--- src/rtl/keypad_emulator.sv ---
// Stands in for a 4x4 matrix keypad: queued key codes are replayed as timed presses
// (optional bounce, hold, release gap) that answer the scanner's row drive on the columns.
module keypad_emulator #(
  parameter int unsigned HOLD_CYCLES   = 1000,
  parameter int unsigned GAP_CYCLES    = 1000,
  parameter int unsigned BOUNCE_CYCLES = 0,
  parameter int unsigned FIFO_DEPTH    = 4
) (
  input  logic       i_clk,
  input  logic       i_reset,
  input  logic       i_key_valid,
  input  logic [3:0] i_key_code,
  output logic       o_key_ready,
  input  logic [3:0] i_rows,
  output logic [3:0] o_cols,
  output logic       o_key_active,
  output logic       o_busy,
  output logic       o_done_pulse
);

  localparam int unsigned HoldGap = (HOLD_CYCLES > GAP_CYCLES) ? HOLD_CYCLES : GAP_CYCLES;
  localparam int unsigned CntMax  = (BOUNCE_CYCLES > HoldGap) ? BOUNCE_CYCLES : HoldGap;
  localparam int unsigned CntW    = (CntMax > 1) ? $clog2(CntMax) : 1;
  localparam int unsigned PtrW    = $clog2(FIFO_DEPTH);

  localparam logic [CntW-1:0] CntOne     = CntW'(1);
  localparam logic [CntW-1:0] HoldLast   = CntW'(HOLD_CYCLES - 1);
  localparam logic [CntW-1:0] GapLast    = CntW'(GAP_CYCLES - 1);
  localparam logic [CntW-1:0] BounceLast = CntW'(BOUNCE_CYCLES - 1);
  localparam logic [PtrW:0]   PtrOne     = (PtrW + 1)'(1);

  typedef enum logic [1:0] {StIdle, StBounce, StHold, StGap} state_t;

  state_t          r_state;
  state_t          w_state_next;
  logic [CntW-1:0] r_cnt;
  logic [CntW-1:0] w_cnt_next;
  logic [3:0]      r_cur_key;
  logic [3:0]      r_cols;
  logic [3:0]      w_cols_next;
  logic            w_pressed;
  logic            w_pop;
  logic            w_done;

  logic [3:0]  r_fifo [FIFO_DEPTH];
  logic [PtrW:0] r_wr_ptr;
  logic [PtrW:0] r_rd_ptr;
  logic          w_full;
  logic          w_empty;
  logic          w_push;

  // Extra pointer bit distinguishes full from empty when the indices match.
  assign w_empty = (r_wr_ptr == r_rd_ptr);
  assign w_full  = (r_wr_ptr[PtrW] != r_rd_ptr[PtrW]) &&
                   (r_wr_ptr[PtrW-1:0] == r_rd_ptr[PtrW-1:0]);
  assign w_push  = i_key_valid && !w_full;

  always_ff @(posedge i_clk) begin
    if (w_push) begin
      r_fifo[r_wr_ptr[PtrW-1:0]] <= i_key_code;
    end
  end

  always_ff @(posedge i_clk) begin
    if (i_reset) begin
      r_state   <= StIdle;
      r_cnt     <= '0;
      r_cur_key <= 4'h0;
      r_cols    <= 4'hF;
      r_wr_ptr  <= '0;
      r_rd_ptr  <= '0;
    end else begin
      r_state <= w_state_next;
      r_cnt   <= w_cnt_next;
      r_cols  <= w_cols_next;
      if (w_push) begin
        r_wr_ptr <= r_wr_ptr + PtrOne;
      end
      if (w_pop) begin
        r_rd_ptr  <= r_rd_ptr + PtrOne;
        r_cur_key <= r_fifo[r_rd_ptr[PtrW-1:0]];
      end
    end
  end

  always_comb begin
    w_state_next = r_state;
    w_cnt_next   = r_cnt + CntOne;
    w_pressed    = 1'b0;
    w_pop        = 1'b0;
    w_done       = 1'b0;
    unique case (r_state)
      StIdle: begin
        w_cnt_next = '0;
        if (!w_empty) begin
          w_pop        = 1'b1;
          w_state_next = (BOUNCE_CYCLES > 0) ? StBounce : StHold;
        end
      end
      StBounce: begin
        w_pressed = ~r_cnt[0];
        if (r_cnt == BounceLast) begin
          w_state_next = StHold;
          w_cnt_next   = '0;
        end
      end
      StHold: begin
        w_pressed = 1'b1;
        if (r_cnt == HoldLast) begin
          w_state_next = StGap;
          w_cnt_next   = '0;
        end
      end
      StGap: begin
        if (r_cnt == GapLast) begin
          w_done       = 1'b1;
          w_state_next = StIdle;
          w_cnt_next   = '0;
        end
      end
      default: begin
        w_state_next = StIdle;
        w_cnt_next   = '0;
      end
    endcase
  end

  // The key answers whenever its own row is among those driven low.
  always_comb begin
    w_cols_next = 4'hF;
    if (w_pressed && !i_rows[r_cur_key[3:2]]) begin
      w_cols_next[r_cur_key[1:0]] = 1'b0;
    end
  end

  assign o_key_ready  = !w_full;
  assign o_cols       = r_cols;
  assign o_key_active = (r_state == StBounce) || (r_state == StHold);
  assign o_busy       = (r_state != StIdle) || !w_empty;
  assign o_done_pulse = w_done;

endmodule

--- config.mk ---
export PLATFORM = sky130hd
export DESIGN_NAME = keypad_emulator
export DESIGN_NICKNAME = d
export VERILOG_FILES = /design/src/rtl/keypad_emulator.sv
export SDC_FILE = /design/constraint.sdc
export NUM_CORES = 1
export LEC_CHECK = 0
export CORE_ASPECT_RATIO = 0.6
export CORE_MARGIN = 2
export CORE_UTILIZATION = 37
export CTS_CLUSTER_DIAMETER = 80
export DETAILED_ROUTE_END_ITERATION = 12
export SLEW_MARGIN = 0
export SYNTH_ARGS = -nofsm -noshare
export SYNTH_HDL_FRONTEND = slang
export SYNTH_SLANG_ARGS = --single-unit
--- constraint.sdc ---
create_clock -name i_clk -period 4.1 [get_ports i_clk]
set_clock_uncertainty 0.1 [all_clocks]
set_input_delay 0.82 -clock i_clk [delete_from_list [all_inputs] [get_ports i_clk]]
set_output_delay 0.82 -clock i_clk [all_outputs]
set_load 0.05 [all_outputs]
Word-level counts from Yosys, hierarchy flattened
Memories as Yosys holds them, arrays and structs flattened. A register that Yosys moved wholly into a read port is not among the register bits.
Cells that the tools add are included.

storage, ports and cells
  register bits = 22
  memory bits (writable) = 16
  bits of input ports = 11
  output and inout port bits = 8
  logic and storage cells = 60
  memories = 1

memories
  name    words  bits a word  read ports  clocked after Yosys merged registers in  wr ports  RTL line  RTL
  r_fifo  4      4            1           1                                        1         45        logic [3:0] r_fifo [FIFO_DEPTH];

cells by class
  $add $sub $neg = 3
  order comparisons = 3
  eq/ne operators = 12
  mux-type cells = 19
  bitwise logic cells = 3
  reductions and logical operators = 14

operators with widths
  operator                 number
  $pmux W10 S3             1
  $eq A10 B10 Y1 const B   2
  $mux W10                 2
  $add A10 B1 Y10 const B  1
  $mux W1                  8
  $mux W2                  4
  $ne A2 B2 Y1 const B     4
  $pmux W2 S4              1
  $add A3 B1 Y3 const B    2
  $lt A2 B3 Y1 const B     2
  $eq A2 B2 Y1 const B     2
  $logic_and A1 B1 Y1      4
  $not A4 Y4               1
  $reduce_and A4 Y1        1
  $reduce_or A2 Y1         2
  $eq A3 B3 Y1             1
  $logic_not A1 Y1         3
  $bmux W1 S2              1
  $demux W1 S2             1
  $eq A2 B1 Y1 const B     1
  $eq A2 B2 Y1             1
  $ge A2 B1 Y1 const B     1
  $logic_not A2 Y1         1
  $logic_or A1 B1 Y1       2
  4 further kinds          5

Logic depth before layout (Yosys ltp)
Gate-level depths: netlist of run 1.

  depth in word-level cells = 6
  gate-level depth with buffers = 6
  mapped depth without buffers = 6

Least setup slack after synthesis of run 1
OpenSTA, ideal clock, no wires.

  kind = register to output
  start = register r_cnt[0]
  end = output o_done_pulse
  arrival = 2.151 ns
  data required time = 3.180 ns
  setup slack = 1.029 ns
  cell stages (with the launch flop) = 4
  buffers on the path = 0
  cell sequence = dfxtp_1 > ha_1 > nand3_2 > nor4_1

between the ends
  word-level cells in the longest chain between the ends = 3

ends and longest elaborated chain
  item                    RTL line  RTL
  from (decl)             36        logic [CntW-1:0] r_cnt;
  from (signal assigned)  74        r_cnt <= w_cnt_next;
  $eq A10 B10 Y1          115       if (r_cnt == GapLast) begin
  $mux W1                 115
  $mux W1                 92        unique case (r_state)
  to (decl)               18        output logic o_done_pulse

Every way passes these cells.

Worst setup path after layout of run 1
  start = register r_rd_ptr[0]
  end = output o_busy

between the ends
  word-level cells in the longest chain between the ends = 3

ends and longest elaborated chain
  item                    RTL line  RTL
  from (decl)             47        logic [PtrW:0] r_rd_ptr;
  from (signal assigned)  80        r_rd_ptr <= r_rd_ptr + PtrOne;
  $eq A3 B3 Y1            53        assign w_empty = (r_wr_ptr == r_rd_ptr);
  $logic_not A1 Y1        139       assign o_busy = (r_state != StIdle) || !w_empty;
  $logic_or A1 B1 Y1      139
  to (decl)               17        output logic o_busy,

Every way passes these cells.

==> metrics.md, run 1 <==
| Metric | Value |
|---|---|
| Hold Slack | 0.331 ns |
| Syn Inst Count | 157 |
| Sw frac | 0.342 |
| GRT Resource Usage Total | 0.135 |
| Tmin final | 3.23 ns |
| Die Height | 59.8 µm |
| First-pass GRT wire length | 5980 µm |
| Total Power | 1.28 mW |
| Area of the core | 5030 µm² |
| Internal Pwr Total | 0.843 mW |
| Post-route cell area | 2280 µm² |
| Largest net degree at the start of global routing | 17 |
| Vias in the first global route | 1241 |
| IO Pins | 19 |
| Setup violations, final | 0 |
| CTS HTree Levels | 2 |
| Fin util | 0.453 |
| Mean post-synth cell area | 12.2 µm² |
| CP max FO | 7 |
| Fmax | 310 MHz |
| WS Path Type | reg2out |
| DP Area | 2170 µm² |
| Detail Route Antenna Nets | 0 |
| Pwr dens | 562 nW/µm² |
| Reg-to-Reg Start | r_cnt[0] |
| Required time of the critical path | 3.18 ns |
| Post-synth EDFFs | 16 |
| Dpl ws | 1.18 ns |
| Clk sink count | 42 |
| Setup TNS Final | 0 ns |
| Setup Buffers After CTS | 0 |
| Worst hold path stage count | 1 |
| Max VDD drop | 0.162 mV |
| Hold_sp | r_cur_key[0] |
| Die area | 5790 µm² |
| DR vias/cell | 4.89 |
| Antenna cell count | 0 |
| Placer Congestion | 0.733 |
| Crit. Startpoint | r_rd_ptr[0] |
| CP Capture Type | primary output |
| Max-Cap Viols | 0 |
| Drt drc | 0 |
| Worst r2r path cells | 5 |
| Final period utilization | 0.787 |
| Register share of total power | 0.418 |
| Area growth syn-to-layout | 18.8% |
| Final #Nets | 204 |
| Cell Area, Synth | 1920 µm² |
| Port Buf Inserts | 18 |
| Top_reg_cell synth | dfxtp_1 |
| Reg2reg setup slack | 2.03 ns |
| Drt total wl | 3570 µm |
| Slew margin rel. | 0.557 |
| Seq/Total Area, Yosys | 0.522 |
| Area leader, netlist | dfxtp_1 |
| Clk buf depth | 2 |
| Clk slew on worst S/H paths | 0.08 ns |
| Slew Limit Fails | 0 |
| Top cells by area in the synthesized netlist | dfxtp_1 (27%), edfxtp_1 (25%), ha_1 (8.5%), mux4_2 (5.9%), nor2_1 (4.1%) |
| Status | finished clean |
| Cells after DPL | 239 |
| Fin worst setup slack | 0.872 ns |
| NetSw | 0.438 mW |
| Fin. Hold Viols | 0 |
| Top cell type's share of synthesized area | 0.271 |
| Synth cell types | 38 |
| Row count | 20 |
| Most frequent cell after synthesis | dfxtp_1 |
| First-pass DRT Iterations | 4 |
| Post-synth top cells | dfxtp_1 (26), nor2_1 (21), edfxtp_1 (16) |
| Post-synth ARST share | 0 |
| Cts bufs inserted | 5 |
| Yosys warns | 0 |
| CTS root buf | clkbuf_8 |
| Drt initial violations | 79 |
| Initial antenna violation count | 0 |
| RSZ-0062 raised after global routing | no |
| Non-Filler Instances | 247 |
| Clk_lat worst skew | 0.29 ns |
| Die X | 97.0 µm |
| Leakage | 0.865 nW |
| Initial core utilization | 0.381 |
| Yosys reg bits | 42 |
| Crit path DAT | 2.31 ns |
| Share of cells above drive strength 1 | 0.116 |
| CTS tree | done |
| Detailed Place HPWL | 2690 µm |
| Critical Path Source Type | register |
| Comb pwr share | 0.334 |
| CTS hold repair buffers | 0 |
| Post-Syn Nets | 181 |
| Avg WL per Cell | 14.4 µm |
| Clk pwr share | 0.248 |
| Slew @ Worst Pin | 0.663 ns |
| Gr ovfl total | 0 |
| # resized after CTS | 0 |
| Worst Hold Class | reg2reg |
| Vias | 1208 |
[final timing paths]
path,end
setup / recovery,o_busy
hold / removal,o_cols[1]
setup reg to reg,r_state[1]
hold reg to reg,o_cols[1]
[area by class of cell]
cell class              count  area [µm²]
clock buffers               5        68.8
clock inverters             3        40.0
fillers                   461        2750
inverters                   9        33.8
multi-input cells         104         872
flip-flops and latches     42        1000
well taps                  66        82.6
repair buffers             18         180
[state kept, by name, indices dropped and copies added, names as in the netlist]
name / cells
r_state: 2
r_wr_ptr: 3
o_cols: 4
r_rd_ptr: 3
r_cnt: 10
r_cur_key: 4
r_fifo: 16
[layer usage]
| layer | vias to the layer above | routed length [µm] | share of wire | GRT usage |
|---|---|---|---|---|
| met5 | - | 0 | 0 | 0 |
| met4 | 0 | 31 | 0.0087 | 0.0483 |
| met3 | 4 | 130 | 0.036 | 0.0386 |
| met2 | 22 | 1530 | 0.43 | 0.209 |
| met1 | 586 | 1870 | 0.53 | 0.184 |
| li1 | 596 | - | - | - |
[layout by cell type, fill, tap and decap left out, types with 2 or more instances in the layout]
cell type,count
dfxtp_1,26
nand2_1,5
clkbuf_8,5
nand3b_1,2
mux4_2,5
clkdlybuf4s50_1,18
xor2_1,9
a21oi_1,2
nand4_1,3
ha_1,13
or3_1,2
and2_1,4
clkinv_2,2
nand2b_1,4
nand3_1,3
inv_1,9
mux2i_1,7
xnor2_1,4
edfxtp_1,16
nor2_1,21
nor3_1,2
[kinds of logic after synthesis]
family | Yosys count | synth area share
multiplexers | 13 | 0.101
AO/OA/AOI/OAI | 12 | 0.0633
buffers and inverters | 11 | 0.0235
flip-flops | 42 | 0.522
adder cells (fa/ha/maj) | 13 | 0.0848
AND/OR/NAND/NOR | 52 | 0.138
XOR/XNOR | 14 | 0.0678
[power groups by stage]
stage / Sequential (mW) / Combinational (mW) / Clock (mW)
floorplan: 0.528 / 0.332 / 0
global placement: 0.539 / 0.418 / 0
detailed placement: 0.546 / 0.425 / 0
CTS: 0.536 / 0.429 / 0.327
global route: 0.544 / 0.464 / 0.344
finish: 0.535 / 0.428 / 0.317
[critical path, cell delays in order (launching register included)]
cell and delay [ns]:
dfxtp_1 0.58, xor2_1 0.40, nor3_1 0.13, nand2_1 0.09, clkdlybuf4s50_1 0.80
(Power assumes the default switching activity.)
==> inputs of run 2 (changes only) <==
==> constraint.sdc (replaced) <==
create_clock -name i_clk -period 3.19 [get_ports i_clk]
set_clock_uncertainty 0.1 [all_clocks]
set_input_delay 0.638 -clock i_clk [delete_from_list [all_inputs] [get_ports i_clk]]
set_output_delay 0.638 -clock i_clk [all_outputs]
set_load 0.05 [all_outputs]
==> metrics.md, run 2 (synthesis results as in run 1) <==
| Metric | Value |
|---|---|
| Avg WL per Cell | 14.1 µm (-2.6%) |
| Max VDD drop | 0.265 mV (+64%) |
| Setup Buffers After CTS | 0 (unchanged) |
| CTS root buf | clkbuf_8 |
| Clk pwr share | 0.200 (-0.048) |
| Antenna cell count | 0 (unchanged) |
| Internal Pwr Total | 1.00 mW (+19%) |
| Clk buf depth | 2 (unchanged) |
| Reg-to-Reg Start | r_cnt[0] |
| Crit path DAT | 2.17 ns (-0.14 ns) |
| Hold Slack | 0.326 ns (-0.00481 ns) |
| CTS tree | done |
| CP Capture Type | primary output |
| Total Power | 1.55 mW (+21%) |
| Die area | 5790 µm² (unchanged) |
| Detailed Place HPWL | 2660 µm (-1.3%) |
| First-pass DRT Iterations | 4 (unchanged) |
| DR vias/cell | 4.85 (-0.82%) |
| GRT Resource Usage Total | 0.135 (-0.000401) |
| Required time of the critical path | 2.45 ns (-0.73 ns) |
| Detail Route Antenna Nets | 0 (unchanged) |
| Commonest non-fill, non-tap cell in the layout | dfxtp_1 |
| Slew margin rel. | 0.568 (+0.0107) |
| Vias in the first global route | 1213 (-2.3%) |
| Max-Cap Viols | 0 (unchanged) |
| Clk slew on worst S/H paths | 0.07 ns (about the same) |
| Largest net degree at the start of global routing | 17 (unchanged) |
| Final #Nets | 205 (+0.49%) |
| Gr ovfl total | 0 (unchanged) |
| WS Path Type | reg2out |
| Leading cell types in the layout, fill and taps excluded | dfxtp_1 (26), nor2_1 (21), clkdlybuf4s50_1 (18) |
| Fmax | 344 MHz |
| Crit. Startpoint | r_rd_ptr[1] |
| Die Height | 59.8 µm (unchanged) |
| Clk_lat worst skew | 0.29 ns (about the same) |
| Row count | 20 (unchanged) |
| First-pass GRT wire length | 5980 µm (unchanged) |
| Area growth syn-to-layout | 17.7% |
| Drt initial violations | 60 (-24%) |
| Leakage | 0.853 nW (-1.4%) |
| Clk sink count | 42 (unchanged) |
| Initial antenna violation count | 0 (unchanged) |
| Cts bufs inserted | 5 (unchanged) |
| Vias | 1203 (-0.41%) |
| Slew @ Worst Pin | 0.647 ns (-0.0160 ns) |
| Initial core utilization | 0.381 (unchanged) |
| CP max FO | 7 (unchanged) |
| Status | finished clean |
| Share of cells above drive strength 1 | 0.104 (-0.0116) |
| Worst Hold Class | reg2reg |
| NetSw | 0.548 mW (+25%) |
| Die X | 97.0 µm (unchanged) |
| Cells after DPL | 240 (+0.42%) |
| Port Buf Inserts | 18 (unchanged) |
| Tmin final | 2.90 ns |
| Register share of total power | 0.435 (+0.017) |
| Setup violations, final | 0 (unchanged) |
| Placer Congestion | 0.704 (-4.0%) |
| Fin. Hold Viols | 0 (unchanged) |
| IO Pins | 19 (unchanged) |
| Drt total wl | 3490 µm (-2.2%) |
| Drt drc | 0 (unchanged) |
| Final period utilization | 0.910 |
| Area of the core | 5030 µm² (unchanged) |
| RSZ-0062 raised after global routing | no |
| Comb pwr share | 0.365 (+0.031) |
| Hold_sp | r_cur_key[0] |
| DP Area | 2180 µm² (+0.35%) |
| Fillers | 452 (-2.0%) |
| Sw frac | 0.353 (+0.0113) |
| Critical Path Source Type | register |
| CTS HTree Levels | 2 (unchanged) |
| Setup TNS Final | 0 ns (unchanged) |
| Slew Limit Fails | 0 (unchanged) |
| Non-Filler Instances | 248 (+0.40%) |
| Pwr dens | 688 nW/µm² (+22%) |
| # resized after CTS | 0 (unchanged) |
| Max reg flops | 16 (unchanged) |
| Post-route cell area | 2260 µm² (-0.93%) |
| CTS hold repair buffers | 0 (unchanged) |
[run 2: cell types whose count changed in the layout (fill, tap and decap cells not counted), sizes merged]
| cell | delta |
|---|---|
| bufinv | -1 |
| clkinv | +1 |
| buf | +1 |
[run 2: power groups by stage]
stage | clock network [mW] | registers (mW) | logic [mW]
after floorplan | 0 | 0.679 | 0.427
after global placement | 0 | 0.683 | 0.554
after detailed placement | 0 | 0.688 | 0.564
after CTS | 0.324 | 0.676 | 0.571
after global routing | 0.346 | 0.687 | 0.627
final | 0.311 | 0.675 | 0.567
[run 2: final timing paths]
check | endpoint | slack, ns | cells past startpoint
setup reg to reg | r_state[1] | 1.13 | 5
hold / removal | o_cols[1] | 0.33 | 1
hold reg to reg | o_cols[1] | 0.33 | 1
setup / recovery | o_busy | 0.29 | 4
[run 2: cell type report]
class | instances | area [µm²] | area share
flip-flops and latches | 42 | 1000 | 0.443
clock buffers | 5 | 68.8 | 0.0305
inverters | 9 | 33.8 | 0.0150
multi-input cells | 104 | 872 | 0.386
clock inverters | 3 | 11.3 | 0.00499
well taps | 66 | 82.6 | 0.0366
repair buffers | 19 | 188 | 0.0831
[run 2: worst max-delay path: stages, from the launching register on]
cell	delay [ns]
dfxtp_1	0.54
xor2_2	0.18
nor3_1	0.35
nand2_1	0.10
clkdlybuf4s50_1	0.71
[run 2: metrics by stage]
step                      setup slack (ns)  utilization
after CTS                            0.256        0.449
after detailed placement             0.595        0.433
final                                0.286        0.449
after global routing                 0.136        0.449
after global placement               0.638        0.433
after floorplan                      0.301            -
[run 2: layer usage]
layer / GRT usage / part of all wire
met1: 0.184 / 0.52
met2: 0.209 / 0.42
met3: 0.0374 / 0.047
met4: 0.0483 / 0.013
met5: 0 / 0
==> inputs of run 3 (changes only) <==
--- a/config.mk
+++ b/config.mk
@@ -8,7 +8,6 @@
 export CORE_ASPECT_RATIO = 0.6
 export CORE_MARGIN = 2
 export CORE_UTILIZATION = 37
-export CTS_CLUSTER_DIAMETER = 80
 export DETAILED_ROUTE_END_ITERATION = 12
 export SLEW_MARGIN = 0
 export SYNTH_ARGS = -nofsm -noshare
==> results of run 3 <==
Final layout, timing and power as in run 2 (identical DEF).
==> edit, RTL diff (settings of run 1) <==
Set the parameter `GAP_CYCLES` to 4000 (it was 1000).
--- a/src/rtl/keypad_emulator.sv
+++ b/src/rtl/keypad_emulator.sv
@@ -2,7 +2,7 @@
 // (optional bounce, hold, release gap) that answer the scanner's row drive on the columns.
 module keypad_emulator #(
   parameter int unsigned HOLD_CYCLES   = 1000,
-  parameter int unsigned GAP_CYCLES    = 1000,
+  parameter int unsigned GAP_CYCLES    = 4000,
   parameter int unsigned BOUNCE_CYCLES = 0,
   parameter int unsigned FIFO_DEPTH    = 4
 ) (
Formal check against the unedited RTL: no difference found for any inputs over 10 cycles, from zero or initial values and one cycle with i_reset high; that may be too few to reach the edited logic, so the function may still have changed.
==> edit against run 1 <==
  * Design area grew 9.2%
  * Critical path depth grew 1
  * Die area grew 9.0%
  * Power grew 14%
  * Wire length grew 9.2%
  * Setup slack lost 240 ps
  * First-iteration DRC count shrank 59%
  * Sequential cell count grew 2
  * Synthesized cell count grew 9.6%
  * Synthesized area grew 9.5%
  * Non-clock buffer count is the same
  * Critical endpoint is now o_done_pulse
==> edit: results <==
[route]
highest_layer = "met4"
detail_route.wl_per_cell_um = 15.0
dr_wl_met2_um = 1750
viasPerCell = 5.03
drt-initial-drc-count = 32
wl_met3_um = 135
wl_met1_um = 1950

[global_routing]
grt_pass1_wl_um = 6600
grtUsageTotal_pct = 13.6
antenna_found_initial = 0
grt_max_degree = 19
grt_pass1_vias = 1317

[critical_path]
r2r_setup_slack_ps = 2030
reg2regPathDepth = 5
r2r-end = "r_cnt[2]$_SDFF_PP0_"
slowest_stage = "clkdlybuf4s50_1"
critPathArrivalTime_ps = 2550
crit_start = "r_cnt[0]$_SDFF_PP0_"
critPathMaxFanout = 5
cp-endpoint = "o_done_pulse"

[clock_network]
cts_root_buf = "clkbuf_8"
cts_setup_buffers = 0
clkTransAtPathRegs_ps = 90
cts-resized-gates = 0
cts_buffers = 5

[run_status]
outcome = "finished, final reports clean"

[timing]
postLayoutSetupSlackWorst_ps = 628
tightest_slew_ps = 778

[placement]
hpwl_um = 2920
post-place-ws_ps = 962
placed_area_um2 = 2330
gp_congestion = 0.818
port-buffer-count = 18

[synthesis]
yosys_warnings = 0
synth_cell_type_count = 43
postSynthNetCount = 194
synthTopCellsByCount = "dfxtp_1 (28), nor2_1 (22), edfxtp_1 (16), ha_1 (11), inv_1 (9)"
netlist_top_cells_area = "dfxtp_1 (27%), edfxtp_1 (23%), ha_1 (6.6%)"
ys_seq_area_share_pct = 49.6
async_flop_share_pct = 0

[layout]
final_area_um2 = 2490
n_antenna_cell = 0
fillCellCount = 501
drive_above_1_share_pct = 12.0
fin_nets = 212

[power_and_ir_drop]
power.leakage_nw = 0.883
ir_worst_vdd_uv = 196

[hold_path]
hold_end = "o_cols[3]$_SDFF_PP1_"
edit: changes by cell type after synthesis, moves of 2 or more:
cell      change
dfxtp_1       +2
ha_1          -2
nand2b_1      -2
a31oi_1       +2
nand3b_1      +2
nand3_1       +3
or4_1         +2
nand2_1       -4
buf_2         +4
xnor2_1       +3
a21bo_1       +2
edit: power by group:
group / leakage [nW] / switching (mW) / internal (mW)
Sequential: 0.374 / 0.0531 / 0.499
Combinational: 0.430 / 0.244 / 0.202
Clock: 0.0784 / 0.151 / 0.305
edit: worst register-to-register path, cell delays in order (launching register included):
cell and delay (ps):
dfxtp_1 380, ha_1 310, nand4_4 170, o41ai_4 400, a311o_1 490, nor2_1 100
edit: logic make-up (layout without fill, tap and decap cells):
family / count (synthesis) / after routing / synth area share, %
xor gates and xnor gates: 16 / 16 / 7.03
adders and majority gates: 11 / 11 / 6.55
muxes: 13 / 13 / 9.41
and+or+nand+nor: 58 / 58 / 17.0
DFF: 44 / 44 / 49.6
AOI/OAI and AO/OA: 14 / 14 / 6.97
buffers and inverters: 16 / 35 / 3.45
edit: area by class of cell:
class                           count  area (um2)  area share, %
Sequential cell                    44        1040           41.9
Multi-Input combinational cell    112         987           39.7
Timing Repair Buffer               18         180           7.24
Clock inverter                      3        90.1           3.62
Tap cell                           69        86.3           3.47
Clock buffer                        5        68.8           2.77
Inverter                            9        33.8           1.36
edit: stage by stage:
step / hold WS, ps / cells
after floorplan: 296 / 172
after global placement: 325 / 252
after detailed placement: 321 / 252
after CTS: 345 / 260
after global routing: 358 / 260
final: 343 / 260
edit: metal layers:
layer | vias up | global-route usage, %
met5 | - | 0
met4 | 0 | 4.56
met3 | 4 | 4.17
met2 | 21 | 20.0
met1 | 628 | 18.9
li1 | 655 | -
